<file path="src/rtl/dvfs_transition_sequencer_if.sv">
// Interface between the DVFS policy, the regulator/PLL control side and the
// transition sequencer. slave = sequencer view, master = environment view.
interface dvfs_transition_sequencer_if #(
    parameter int OPP_W  = 3,
    parameter int FREQ_W = 32,
    parameter int VOLT_W = 16
);
    logic [OPP_W-1:0]    target_opp;
    logic                target_valid;
    logic                target_ready;
    logic [8*FREQ_W-1:0] freq_table_flat;
    logic [8*VOLT_W-1:0] volt_table_flat;
    logic [15:0]         settle_cycles;
    logic                volt_req;
    logic [VOLT_W-1:0]   volt_target;
    logic                volt_ack;
    logic                pll_req;
    logic [FREQ_W-1:0]   pll_freq;
    logic                pll_lock;
    logic [OPP_W-1:0]    cur_opp;
    logic                busy;
    logic                done;
    logic                error;
    logic [1:0]          err_code;
    logic                err_clr;

    modport slave (
        input  target_opp, target_valid, freq_table_flat, volt_table_flat,
               settle_cycles, volt_ack, pll_lock, err_clr,
        output target_ready, volt_req, volt_target, pll_req, pll_freq,
               cur_opp, busy, done, error, err_code
    );

    modport master (
        output target_opp, target_valid, freq_table_flat, volt_table_flat,
               settle_cycles, volt_ack, pll_lock, err_clr,
        input  target_ready, volt_req, volt_target, pll_req, pll_freq,
               cur_opp, busy, done, error, err_code
    );
endinterface

</file>
<file path="src/rtl/dvfs_transition_sequencer.sv">
// Sequences regulator and PLL for an OPP change: voltage-first going up,
// frequency-first going down. All outputs are registered.
module dvfs_transition_sequencer #(
    parameter int OPP_W       = 3,
    parameter int FREQ_W      = 32,
    parameter int VOLT_W      = 16,
    parameter int TIMEOUT_CYC = 4096,
    parameter int LOCK_BLANK  = 4
) (
    input  logic clk,
    input  logic rst_n,
    dvfs_transition_sequencer_if.slave bus
);
    localparam int TO_BITS = $clog2(TIMEOUT_CYC) + 1;
    localparam int CNT_W   = (TO_BITS > 16) ? TO_BITS : 16;
    localparam logic [CNT_W-1:0] TIMEOUT_LAST = CNT_W'(TIMEOUT_CYC - 1);
    localparam logic [CNT_W-1:0] BLANK_END    = CNT_W'(LOCK_BLANK);
    localparam logic [CNT_W-1:0] CNT_ONE      = CNT_W'(1);

    typedef enum logic [2:0] {
        S_IDLE     = 3'd0,
        S_V_REQ    = 3'd1,
        S_V_SETTLE = 3'd2,
        S_F_REQ    = 3'd3,
        S_PLL_WAIT = 3'd4,
        S_COMMIT   = 3'd5,
        S_ERROR    = 3'd6
    } state_t;

    state_t              state_r, state_nxt_s;
    logic [CNT_W-1:0]    cnt_r, cnt_nxt_s;
    logic [OPP_W-1:0]    tgt_r;
    logic                up_r;
    logic [FREQ_W-1:0]   freq_hold_r, freq_sel_s;
    logic [VOLT_W-1:0]   volt_hold_r, volt_sel_s;
    logic                accept_s;

    logic                target_ready_r, volt_req_r, pll_req_r, busy_r, done_r, error_r;
    logic [VOLT_W-1:0]   volt_target_r, volt_target_nxt_s;
    logic [FREQ_W-1:0]   pll_freq_r, pll_freq_nxt_s;
    logic [OPP_W-1:0]    cur_opp_r, cur_opp_nxt_s;
    logic [1:0]          err_code_r, err_code_nxt_s;

    assign freq_sel_s = bus.freq_table_flat[int'(bus.target_opp) * FREQ_W +: FREQ_W];
    assign volt_sel_s = bus.volt_table_flat[int'(bus.target_opp) * VOLT_W +: VOLT_W];
    assign accept_s   = (state_r == S_IDLE) && (state_nxt_s != S_IDLE);

    // State and phase counter register
    always_ff @(posedge clk or negedge rst_n) begin
        if (!rst_n) begin
            state_r <= S_IDLE;
            cnt_r   <= '0;
        end else begin
            state_r <= state_nxt_s;
            cnt_r   <= cnt_nxt_s;
        end
    end

    // Next-state and counter logic
    always_comb begin
        state_nxt_s = state_r;
        case (state_r)
            S_IDLE: begin
                if (bus.target_valid && (bus.target_opp > cur_opp_r)) state_nxt_s = S_V_REQ;
                else if (bus.target_valid && (bus.target_opp < cur_opp_r)) state_nxt_s = S_F_REQ;
                else state_nxt_s = S_IDLE;
            end
            S_V_REQ: begin
                if (bus.volt_ack) state_nxt_s = S_V_SETTLE;
                else if (cnt_r == TIMEOUT_LAST) state_nxt_s = S_ERROR;
                else state_nxt_s = S_V_REQ;
            end
            S_V_SETTLE: begin
                if (cnt_r == '0) state_nxt_s = up_r ? S_F_REQ : S_COMMIT;
                else state_nxt_s = S_V_SETTLE;
            end
            S_F_REQ:  state_nxt_s = S_PLL_WAIT;
            S_PLL_WAIT: begin
                // lock is only trusted once the blanking window has elapsed
                if (bus.pll_lock && (cnt_r >= BLANK_END)) state_nxt_s = up_r ? S_COMMIT : S_V_REQ;
                else if (cnt_r == TIMEOUT_LAST) state_nxt_s = S_ERROR;
                else state_nxt_s = S_PLL_WAIT;
            end
            S_COMMIT: state_nxt_s = S_IDLE;
            S_ERROR: begin
                if (bus.err_clr) state_nxt_s = S_IDLE;
                else state_nxt_s = S_ERROR;
            end
            default:  state_nxt_s = S_IDLE;
        endcase

        cnt_nxt_s = cnt_r;
        if (state_nxt_s != state_r) begin
            if (state_nxt_s == S_V_SETTLE) cnt_nxt_s = CNT_W'(bus.settle_cycles);
            else cnt_nxt_s = '0;
        end else if (state_r == S_V_SETTLE) begin
            cnt_nxt_s = cnt_r - CNT_ONE;
        end else if ((state_r == S_V_REQ) || (state_r == S_PLL_WAIT)) begin
            cnt_nxt_s = cnt_r + CNT_ONE;
        end else begin
            cnt_nxt_s = cnt_r;
        end
    end

    // Next values of the registered outputs, derived from the upcoming state
    always_comb begin
        volt_target_nxt_s = volt_target_r;
        pll_freq_nxt_s    = pll_freq_r;
        cur_opp_nxt_s     = cur_opp_r;
        err_code_nxt_s    = err_code_r;

        // the IDLE exit uses the live table; later phases use the snapshot
        if ((state_nxt_s == S_V_REQ) && (state_r != S_V_REQ)) begin
            volt_target_nxt_s = (state_r == S_IDLE) ? volt_sel_s : volt_hold_r;
        end else begin
            volt_target_nxt_s = volt_target_r;
        end

        if ((state_nxt_s == S_F_REQ) && (state_r != S_F_REQ)) begin
            pll_freq_nxt_s = (state_r == S_IDLE) ? freq_sel_s : freq_hold_r;
        end else begin
            pll_freq_nxt_s = pll_freq_r;
        end

        if (state_nxt_s == S_COMMIT) cur_opp_nxt_s = tgt_r;
        else cur_opp_nxt_s = cur_opp_r;

        if ((state_nxt_s == S_ERROR) && (state_r == S_V_REQ)) err_code_nxt_s = 2'b01;
        else if ((state_nxt_s == S_ERROR) && (state_r == S_PLL_WAIT)) err_code_nxt_s = 2'b10;
        else if (state_nxt_s == S_IDLE) err_code_nxt_s = 2'b00;
        else err_code_nxt_s = err_code_r;
    end

    // Request snapshot taken at accept so table updates cannot disturb a transition
    always_ff @(posedge clk or negedge rst_n) begin
        if (!rst_n) begin
            tgt_r       <= '0;
            up_r        <= 1'b0;
            freq_hold_r <= '0;
            volt_hold_r <= '0;
        end else if (accept_s) begin
            tgt_r       <= bus.target_opp;
            up_r        <= (bus.target_opp > cur_opp_r);
            freq_hold_r <= freq_sel_s;
            volt_hold_r <= volt_sel_s;
        end else begin
            tgt_r       <= tgt_r;
            up_r        <= up_r;
            freq_hold_r <= freq_hold_r;
            volt_hold_r <= volt_hold_r;
        end
    end

    // Output registers
    always_ff @(posedge clk or negedge rst_n) begin
        if (!rst_n) begin
            target_ready_r <= 1'b1;
            volt_req_r     <= 1'b0;
            pll_req_r      <= 1'b0;
            busy_r         <= 1'b0;
            done_r         <= 1'b0;
            error_r        <= 1'b0;
            volt_target_r  <= '0;
            pll_freq_r     <= '0;
            cur_opp_r      <= '0;
            err_code_r     <= 2'b00;
        end else begin
            target_ready_r <= (state_nxt_s == S_IDLE);
            volt_req_r     <= (state_nxt_s == S_V_REQ);
            pll_req_r      <= (state_nxt_s == S_F_REQ);
            busy_r         <= (state_nxt_s != S_IDLE);
            done_r         <= (state_nxt_s == S_COMMIT);
            error_r        <= (state_nxt_s == S_ERROR);
            volt_target_r  <= volt_target_nxt_s;
            pll_freq_r     <= pll_freq_nxt_s;
            cur_opp_r      <= cur_opp_nxt_s;
            err_code_r     <= err_code_nxt_s;
        end
    end

    assign bus.target_ready = target_ready_r;
    assign bus.volt_req     = volt_req_r;
    assign bus.volt_target  = volt_target_r;
    assign bus.pll_req      = pll_req_r;
    assign bus.pll_freq     = pll_freq_r;
    assign bus.cur_opp      = cur_opp_r;
    assign bus.busy         = busy_r;
    assign bus.done         = done_r;
    assign bus.error        = error_r;
    assign bus.err_code     = err_code_r;
endmodule

</file>
<file path="src/flat_wrapper.sv">
// flat-port wrapper written by rule: the top's interface ports become plain ports
module dvfs_transition_sequencer_flat 
#(
    parameter int OPP_W       = 3,
    parameter int FREQ_W      = 32,
    parameter int VOLT_W      = 16,
    parameter int TIMEOUT_CYC = 4096,
    parameter int LOCK_BLANK  = 4
)
  (clk, rst_n, bus_target_opp, bus_target_valid, bus_freq_table_flat, bus_volt_table_flat, bus_settle_cycles, bus_volt_ack, bus_pll_lock, bus_err_clr, bus_target_ready, bus_volt_req, bus_volt_target, bus_pll_req, bus_pll_freq, bus_cur_opp, bus_busy, bus_done, bus_error, bus_err_code);
  dvfs_transition_sequencer_if #(.OPP_W(OPP_W), .FREQ_W(FREQ_W), .VOLT_W(VOLT_W)) bus_i ();
  input  logic clk;
  input  logic rst_n;
  input wire logic [$bits(bus_i.target_opp)-1:0] bus_target_opp;
  input wire logic [$bits(bus_i.target_valid)-1:0] bus_target_valid;
  input wire logic [$bits(bus_i.freq_table_flat)-1:0] bus_freq_table_flat;
  input wire logic [$bits(bus_i.volt_table_flat)-1:0] bus_volt_table_flat;
  input wire logic [$bits(bus_i.settle_cycles)-1:0] bus_settle_cycles;
  input wire logic [$bits(bus_i.volt_ack)-1:0] bus_volt_ack;
  input wire logic [$bits(bus_i.pll_lock)-1:0] bus_pll_lock;
  input wire logic [$bits(bus_i.err_clr)-1:0] bus_err_clr;
  output wire logic [$bits(bus_i.target_ready)-1:0] bus_target_ready;
  output wire logic [$bits(bus_i.volt_req)-1:0] bus_volt_req;
  output wire logic [$bits(bus_i.volt_target)-1:0] bus_volt_target;
  output wire logic [$bits(bus_i.pll_req)-1:0] bus_pll_req;
  output wire logic [$bits(bus_i.pll_freq)-1:0] bus_pll_freq;
  output wire logic [$bits(bus_i.cur_opp)-1:0] bus_cur_opp;
  output wire logic [$bits(bus_i.busy)-1:0] bus_busy;
  output wire logic [$bits(bus_i.done)-1:0] bus_done;
  output wire logic [$bits(bus_i.error)-1:0] bus_error;
  output wire logic [$bits(bus_i.err_code)-1:0] bus_err_code;
  assign bus_i.target_opp = bus_target_opp;
  assign bus_i.target_valid = bus_target_valid;
  assign bus_i.freq_table_flat = bus_freq_table_flat;
  assign bus_i.volt_table_flat = bus_volt_table_flat;
  assign bus_i.settle_cycles = bus_settle_cycles;
  assign bus_i.volt_ack = bus_volt_ack;
  assign bus_i.pll_lock = bus_pll_lock;
  assign bus_i.err_clr = bus_err_clr;
  assign bus_target_ready = bus_i.target_ready;
  assign bus_volt_req = bus_i.volt_req;
  assign bus_volt_target = bus_i.volt_target;
  assign bus_pll_req = bus_i.pll_req;
  assign bus_pll_freq = bus_i.pll_freq;
  assign bus_cur_opp = bus_i.cur_opp;
  assign bus_busy = bus_i.busy;
  assign bus_done = bus_i.done;
  assign bus_error = bus_i.error;
  assign bus_err_code = bus_i.err_code;
  dvfs_transition_sequencer #(.OPP_W(OPP_W), .FREQ_W(FREQ_W), .VOLT_W(VOLT_W), .TIMEOUT_CYC(TIMEOUT_CYC), .LOCK_BLANK(LOCK_BLANK)) u_core (.clk(clk), .rst_n(rst_n), .bus(bus_i));
endmodule
</file>
<file path="config.mk">
export PLATFORM = sky130hd
export DESIGN_NAME = dvfs_transition_sequencer_flat
export DESIGN_NICKNAME = d
export VERILOG_FILES = /design/src/rtl/dvfs_transition_sequencer_if.sv /design/src/rtl/dvfs_transition_sequencer.sv /design/src/flat_wrapper.sv
export SDC_FILE = /design/constraint.sdc
export NUM_CORES = 1
export LEC_CHECK = 0
export CAP_MARGIN = 5
export CORE_AREA = 2 2 181 183
export DETAILED_ROUTE_END_ITERATION = 12
export DIE_AREA = 0 0 183 185
export GPL_TIMING_DRIVEN = 0
export PLACE_DENSITY = 0.64
export SYNTH_ARGS = -nofsm -noshare
export SYNTH_HDL_FRONTEND = slang
export SYNTH_SLANG_ARGS = --single-unit
</file>
<file path="constraint.sdc">
create_clock -name clk -period 5 [get_ports clk]
set_clock_uncertainty 0.2 [all_clocks]
set_input_delay 1.5 -clock clk [delete_from_list [all_inputs] [get_ports clk]]
set_output_delay 1.5 -clock clk [all_outputs]
set_load 0.01 [all_outputs]
</file>
== Word level (Yosys, flattened, before mapping) ==
Cells that the tools add are included.

* Flip-flop bits (word level): 130
* Output and inout bits: 59

* $add $sub $neg: 2
* Magnitude comparators: 3
* Equality and inequality tests: 14
* Shift operators: 2
* Mux-type cells: 20
* Reduce and logical (&&, ||, !) cells: 15

{| class="wikitable"
|+ Operators with widths
! kind !! number
|-
| $shiftx 256x9->32 || 1
|-
| $shiftx 128x8->16 || 1
|-
| $mux 16 || 5
|-
| $mux 32 || 1
|-
| $mux 3 || 8
|-
| $pmux 3 s6 || 1
|-
| $add 16x1->16 const B || 1
|-
| $eq 16x12->1 const B || 1
|-
| $ge 16x3->1 const B || 1
|-
| $logic_not 16->1 || 1
|-
| $sub 16x1->16 const B || 1
|-
| $eq 3x2->1 const B || 4
|-
| $eq 3x3->1 const B || 4
|-
| $mux 2 || 5
|-
| $reduce_bool 3->1 || 3
|-
| $logic_and 1x1->1 || 8
|-
| $eq 3x1->1 const B || 2
|-
| $logic_not 3->1 || 2
|-
| $gt 3x3->1 || 1
|-
| $lt 3x3->1 || 1
|-
| $ne 3x1->1 const B || 1
|-
| $ne 3x2->1 const B || 1
|-
| $ne 3x3->1 || 1
|-
| $logic_or 1x1->1 || 1
|}

== Depth between registers and ports, before layout ==
Gate-level depths: netlist of run 1.

* Depth after elaboration: 9
* Mapped depth: 15
* Mapped depth without buffers: 12

== Least setup slack after synthesis of run 1 ==
No wires, ideal clock.

* Path type: in2reg
* From: in bus_target_opp[0]
* To: reg u_core.err_code_r[0] (netlist: u_core.bus.err_code[0])
* Setup time: 0.120 ns
* Data arrival time: 4.170 ns
* Required time: 4.680 ns
* Path slack: 0.510 ns
* Stages: 12
* Cell sequence: clkbuf_1 > buf_2 > buf_2 > inv_1 > ha_1 > nand3_1 > o211ai_1 > inv_1 > a2111o_1 > nand2b_4 > or2_2 > a31o_2

* Cells in the longest elaborated chain, start to end: 9

{| class="wikitable"
|+ RTL lines
! element !! line !! text
|-
| from (decl) || flat_wrapper.sv:14 || <nowiki>input wire logic [$bits(bus_i.target_opp)-1:0] bus_target_opp;</nowiki>
|-
| $lt 3x3->1 || dvfs_transition_sequencer.sv:65 || <nowiki>else if (bus.target_valid && (bus.target_opp < cur_opp_r)) state_nxt_s = S_F_REQ;</nowiki>
|-
| $logic_and 1x1->1 || dvfs_transition_sequencer.sv:65 ||
|-
| $mux 2 || dvfs_transition_sequencer.sv:65 ||
|-
| $mux 3 (*) || dvfs_transition_sequencer.sv:64 || <nowiki>if (bus.target_valid && (bus.target_opp > cur_opp_r)) state_nxt_s = S_V_REQ;</nowiki>
|-
| $pmux 3 s6 (*) || dvfs_transition_sequencer.sv:62 || <nowiki>case (state_r)</nowiki>
|-
| named net u_core.state_nxt_s[0] || dvfs_transition_sequencer.sv:30 || <nowiki>state_t state_r, state_nxt_s;</nowiki>
|-
| $eq 3x3->1 || dvfs_transition_sequencer.sv:128, dvfs_transition_sequencer.sv:129 ||
|-
| $logic_and 1x1->1 || dvfs_transition_sequencer.sv:129 || <nowiki>else if ((state_nxt_s == S_ERROR) && (state_r == S_PLL_WAIT)) err_code_nxt_s = 2'b10;</nowiki>
|-
| $mux 2 || dvfs_transition_sequencer.sv:129 ||
|-
| $mux 2 || dvfs_transition_sequencer.sv:128 || <nowiki>if ((state_nxt_s == S_ERROR) && (state_r == S_V_REQ)) err_code_nxt_s = 2'b01;</nowiki>
|-
| to (signal assigned) || dvfs_transition_sequencer.sv:177 || <nowiki>err_code_r <= err_code_nxt_s;</nowiki>
|-
| to (decl) || dvfs_transition_sequencer.sv:42 || <nowiki>logic [1:0] err_code_r, err_code_nxt_s;</nowiki>
|}

The timed path passes the listed nets; every way through them passes the cells marked *.
A chain may end at the register's enable or synchronous reset.

== Worst setup path in the final report of run 1 ==
* From: in bus_target_opp[0]
* To: reg u_core.tgt_r[0]

* Cells in the longest elaborated chain, start to end: 7

{| class="wikitable"
|+ RTL lines
! element !! line !! text
|-
| $lt 3x3->1 || dvfs_transition_sequencer.sv:65 ||
|-
| $logic_and 1x1->1 || dvfs_transition_sequencer.sv:65 ||
|-
| $mux 2 || dvfs_transition_sequencer.sv:65 ||
|-
| $mux 3 || dvfs_transition_sequencer.sv:64 ||
|-
| $pmux 3 s6 || dvfs_transition_sequencer.sv:62 ||
|-
| $reduce_bool 3->1 || dvfs_transition_sequencer.sv:46 || <nowiki>assign accept_s = (state_r == S_IDLE) && (state_nxt_s != S_IDLE);</nowiki>
|-
| $logic_and 1x1->1 || dvfs_transition_sequencer.sv:46 ||
|-
| to (signal assigned) || dvfs_transition_sequencer.sv:142 || <nowiki>tgt_r <= bus.target_opp;</nowiki>
|-
| to (signal assigned) || dvfs_transition_sequencer.sv:147 || <nowiki>tgt_r <= tgt_r;</nowiki>
|-
| to (decl) || dvfs_transition_sequencer.sv:32 || <nowiki>logic [OPP_W-1:0] tgt_r;</nowiki>
|}

Several ways; a longest one is shown, not always the timed one.

==> impl_metrics.ini, run 1 <==
[critical_path]
worst-path-stages = 12
max_stage_delay_ns = 0.65
r2r_start = u_core.state_r[2]$_DFF_PN0_
crit_type = in -> reg
worst_setup_path_start_kind = input port
reg2reg_to = u_core.cnt_r[15]$_DFFE_PN0P_
critPathLaunch = bus_target_opp[0]
path_delay_family = buffers and inverters
r2r_slack_ns = 0.72
cp.required_ns = 5.13
cp_cell_sequence = clkbuf_1 > buf_4 > buf_4 > inv_1 > ha_1 > nand3_1 > o211ai_1 > buf_4 > clkbuf_1 > clkbuf_1 > nand2_1 > o21ai_0
cp-end-kind = flip-flop
path_max_fanout = 10
path_buf_inv = 7
crit_end = u_core.tgt_r[0]$_DFFE_PN0P_
reg2reg_depth = 13
slowest_stage = clkbuf_1
crit_arrival_ns = 4.71

[global_route]
overflow = 0
grt_pass1_wl_um = 56100
grt_pass1_vias = 9447
grt_usage_pct = 22.3
antenna_found_initial = 0
grt_max_degree = 80

[pwr]
power.density_mw_per_mm2 = 434
ir_drop_uv = 217
p_leak_nw = 6.02
total_power_mw = 6.46

[finish]
nFillCells = 3043
fin_nets = 1782
final_util_pct = 46.5
area_growth_pct = 65.0
final_cell_mix = clkdlybuf4s50_1, nand2_1, o21ai_0, dfrtp_1, mux4_2
finalNonFillerCells = 1776
layout-drive-gt1-share_pct = 12.6
antennaDiodeCount = 0
stdcell_area_mm2 = 0.0149
final_common_cell = clkdlybuf4s50_1

[synthesis]
syn_area_mm2 = 0.00903
synth.ff_latch_count = 130
yosysSeqAreaShare_pct = 36.0
synth_edf_count = 0
syn-mean-instance-area_um2 = 10.4
synthCells = 866
async_flop_share_pct = 100
synth_ff_type = dfrtp_1
synth_cell_types = 58
yosys_warnings = 0
synth.net_count = 1293

[clock_network]
clock_sinks = 130
cts_tree = done
cts.reportedPaths.clkPinSlew_ns = 0.06
cts.htree.levels = 4
cts_buffer_depth = 2
cts_made_buffers = 17
clock_latency_ns = 0.42
root_buffer = clkbuf_16
cts_hold_buf = 0

[floorplan]
fp.dieW_um = 183
core_area_mm2 = 0.0320
die-area_mm2 = 0.0339
initial_utilization_pct = 28.2
ios = 468
die_y_um = 185
fp-row-count = 66

[detailed_routing]
first_pass_iters = 5
totalWireLength_um = 37900
via_per_inst = 5.03
vias = 8929
wl_per_cell_um = 21.4
drc = 0
drt_iter0_markers = 439
antenna_violating_nets_post_route = 0

[timing]
slew_viol_final = 0
timing.final.crit_share_pct = 91.6
fmax_ghz = 0.218
rsz0062_at_grt = false
final_hold_viol_count = 0
worstMarginPinSlew_ns = 1.07
finalCriticalPeriod_ns = 4.58
finalSetupTns_ns = 0
maxSlewHeadroom_pct = 28.9
setup_violations = 0

[place]
place_area_mm2 = 0.0142
port_buffers = 466
dp_hpwl_um = 31000
place_inst = 1741
gp_congestion = 0.871

[outcome]
status = finished, final reports clean

[min_path]
hold_class = reg -> reg

[job]
maxCapViolations = 0
-- metal layers --
| layer | part of all wire, % | routed length [um] | track usage [%] |
|---|---|---|---|
| met1 | 40 | 15300 | 27.2 |
| met2 | 51 | 19300 | 39.4 |
| met3 | 6.5 | 2460 | 4.90 |
| met4 | 2.1 | 804 | 6.46 |
| met5 | 0 | 0 | 0 |
-- tightest hold or removal path: cells and delay by family (launching register included) --
kind | cells | cell delay, ns
AO/OA/AOI/OAI | 1 | 0.06
AND/OR/NAND/NOR | 1 | 0.04
flip-flops | 1 | 0.33
-- worst min path at each step --
stage / startpoint / end / slack [ns] / cells after the start
6_report: u_core.freq_hold_r[23]$_DFFE_PN0P_ / u_core.freq_hold_r[23]$_DFFE_PN0P_ / 0.27 / 2
5_1_grt: u_core.tgt_r[2]$_DFFE_PN0P_ / u_core.tgt_r[2]$_DFFE_PN0P_ / 0.29 / 2
4_1_cts: u_core.freq_hold_r[19]$_DFFE_PN0P_ / u_core.freq_hold_r[19]$_DFFE_PN0P_ / 0.28 / 2
3_5_place_dp: u_core.tgt_r[2]$_DFFE_PN0P_ / u_core.tgt_r[2]$_DFFE_PN0P_ / 0.26 / 2
3_3_place_gp: u_core.volt_hold_r[3]$_DFFE_PN0P_ / u_core.volt_hold_r[3]$_DFFE_PN0P_ / 0.26 / 2
2_1_floorplan: u_core.tgt_r[0]$_DFFE_PN0P_ / u_core.bus.cur_opp[0]$_DFFE_PN0P_ / 0.24 / 2
-- sequential cells by signal, indices dropped and copies added, names as in the netlist --
| register | count |
|---|---|
| u_core.bus.pll_freq | 32 |
| u_core.freq_hold_r | 32 |
| u_core.bus.volt_target | 16 |
| u_core.cnt_r | 16 |
| u_core.volt_hold_r | 16 |
| u_core.bus.cur_opp | 3 |
| u_core.state_r | 3 |
| u_core.tgt_r | 3 |
| u_core.bus.err_code | 2 |
| u_core.bus.busy | 1 |
| u_core.bus.done | 1 |
| u_core.bus.error | 1 |
| u_core.bus.pll_req | 1 |
| u_core.bus.target_ready | 1 |
| u_core.bus.volt_req | 1 |
| u_core.up_r | 1 |
-- synthesized netlist by cell type, types with 2 or more instances --
library cell | count | area (um2)
nor2_1 | 17 | 63.8
xor2_1 | 7 | 61.3
nor2b_1 | 4 | 25.0
dfrtp_1 | 129 | 3230
nor4_1 | 5 | 31.3
or4_4 | 2 | 22.5
or3_1 | 3 | 18.8
buf_4 | 2 | 15.0
mux2i_1 | 53 | 531
nor3_1 | 10 | 50.1
nand2_1 | 185 | 694
nand3_1 | 6 | 30.0
a31o_2 | 2 | 17.5
clkbuf_2 | 2 | 10.0
a211oi_1 | 2 | 15.0
o21ai_0 | 130 | 651
a21oi_1 | 17 | 85.1
xnor2_1 | 8 | 70.1
buf_1 | 14 | 52.6
buf_6 | 6 | 67.6
inv_1 | 15 | 56.3
o21ai_2 | 10 | 87.6
a2111o_1 | 2 | 22.5
o21ai_1 | 33 | 165
o21a_1 | 3 | 22.5
clkbuf_1 | 37 | 139
a21o_1 | 2 | 15.0
nor3b_1 | 2 | 15.0
ha_1 | 17 | 213
nand4_1 | 4 | 25.0
nand2b_1 | 2 | 12.5
nand3b_1 | 3 | 22.5
mux4_2 | 96 | 2160
o211ai_1 | 4 | 30.0
and3_1 | 2 | 12.5
buf_2 | 6 | 30.0
and2_1 | 3 | 18.8
-- through the flow --
step	setup WS (ns)	hold WS [ns]
floorplan	0.510	0.239
global placement	-3.15	0.257
detailed placement	-0.713	0.264
CTS	0.00647	0.279
global route	0.0619	0.292
finish	0.420	0.273
-- where the power goes --
group | switching [mW] | internal, mW | total [mW] | leakage [nW]
sequential | 0.236 | 1.51 | 1.75 | 1.65
clock | 0.506 | 0.861 | 1.37 | 0.301
combinational | 1.83 | 1.52 | 3.35 | 4.07
total | 2.57 | 3.89 | 6.46 | 6.02
-- logic make-up after synthesis --
logic type / synth area share (%)
and+or+nand+nor: 12.4
muxes: 29.8
buffers and inverters: 4.10
DFF: 36.0
adders and majority gates: 2.58
AOI/OAI and AO/OA: 13.6
xor gates and xnor gates: 1.45
-- area by class of cell --
| cell class | instances | area [um2] | area share [%] |
|---|---|---|---|
| well taps | 408 | 510 | 3.43 |
| repair buffers | 470 | 4720 | 31.7 |
| clock inverters | 13 | 183 | 1.23 |
| clock buffers | 19 | 453 | 3.04 |
| inverters | 15 | 56.3 | 0.378 |
| multi-input cells | 654 | 5410 | 36.3 |
| flip-flops and latches | 130 | 3250 | 21.8 |
| plain buffers | 67 | 319 | 2.14 |
-- repair_timing --
item	4_1_cts	5_1_grt
resized for setup	2	0
buffers inserted	0	2
endpoints found under the hold margin	0	0
pin swaps	0	1
endpoints found under the setup margin	97	71
Note: power is estimated with default switching activity, not from simulation.
==> run 2, diff against run 1 <==
Settings changed: ABC_CLOCK_PERIOD_IN_PS set to 5000.
==> results of run 2 <==
Same layout as run 1: the final DEF is identical, and so are final timing and power.
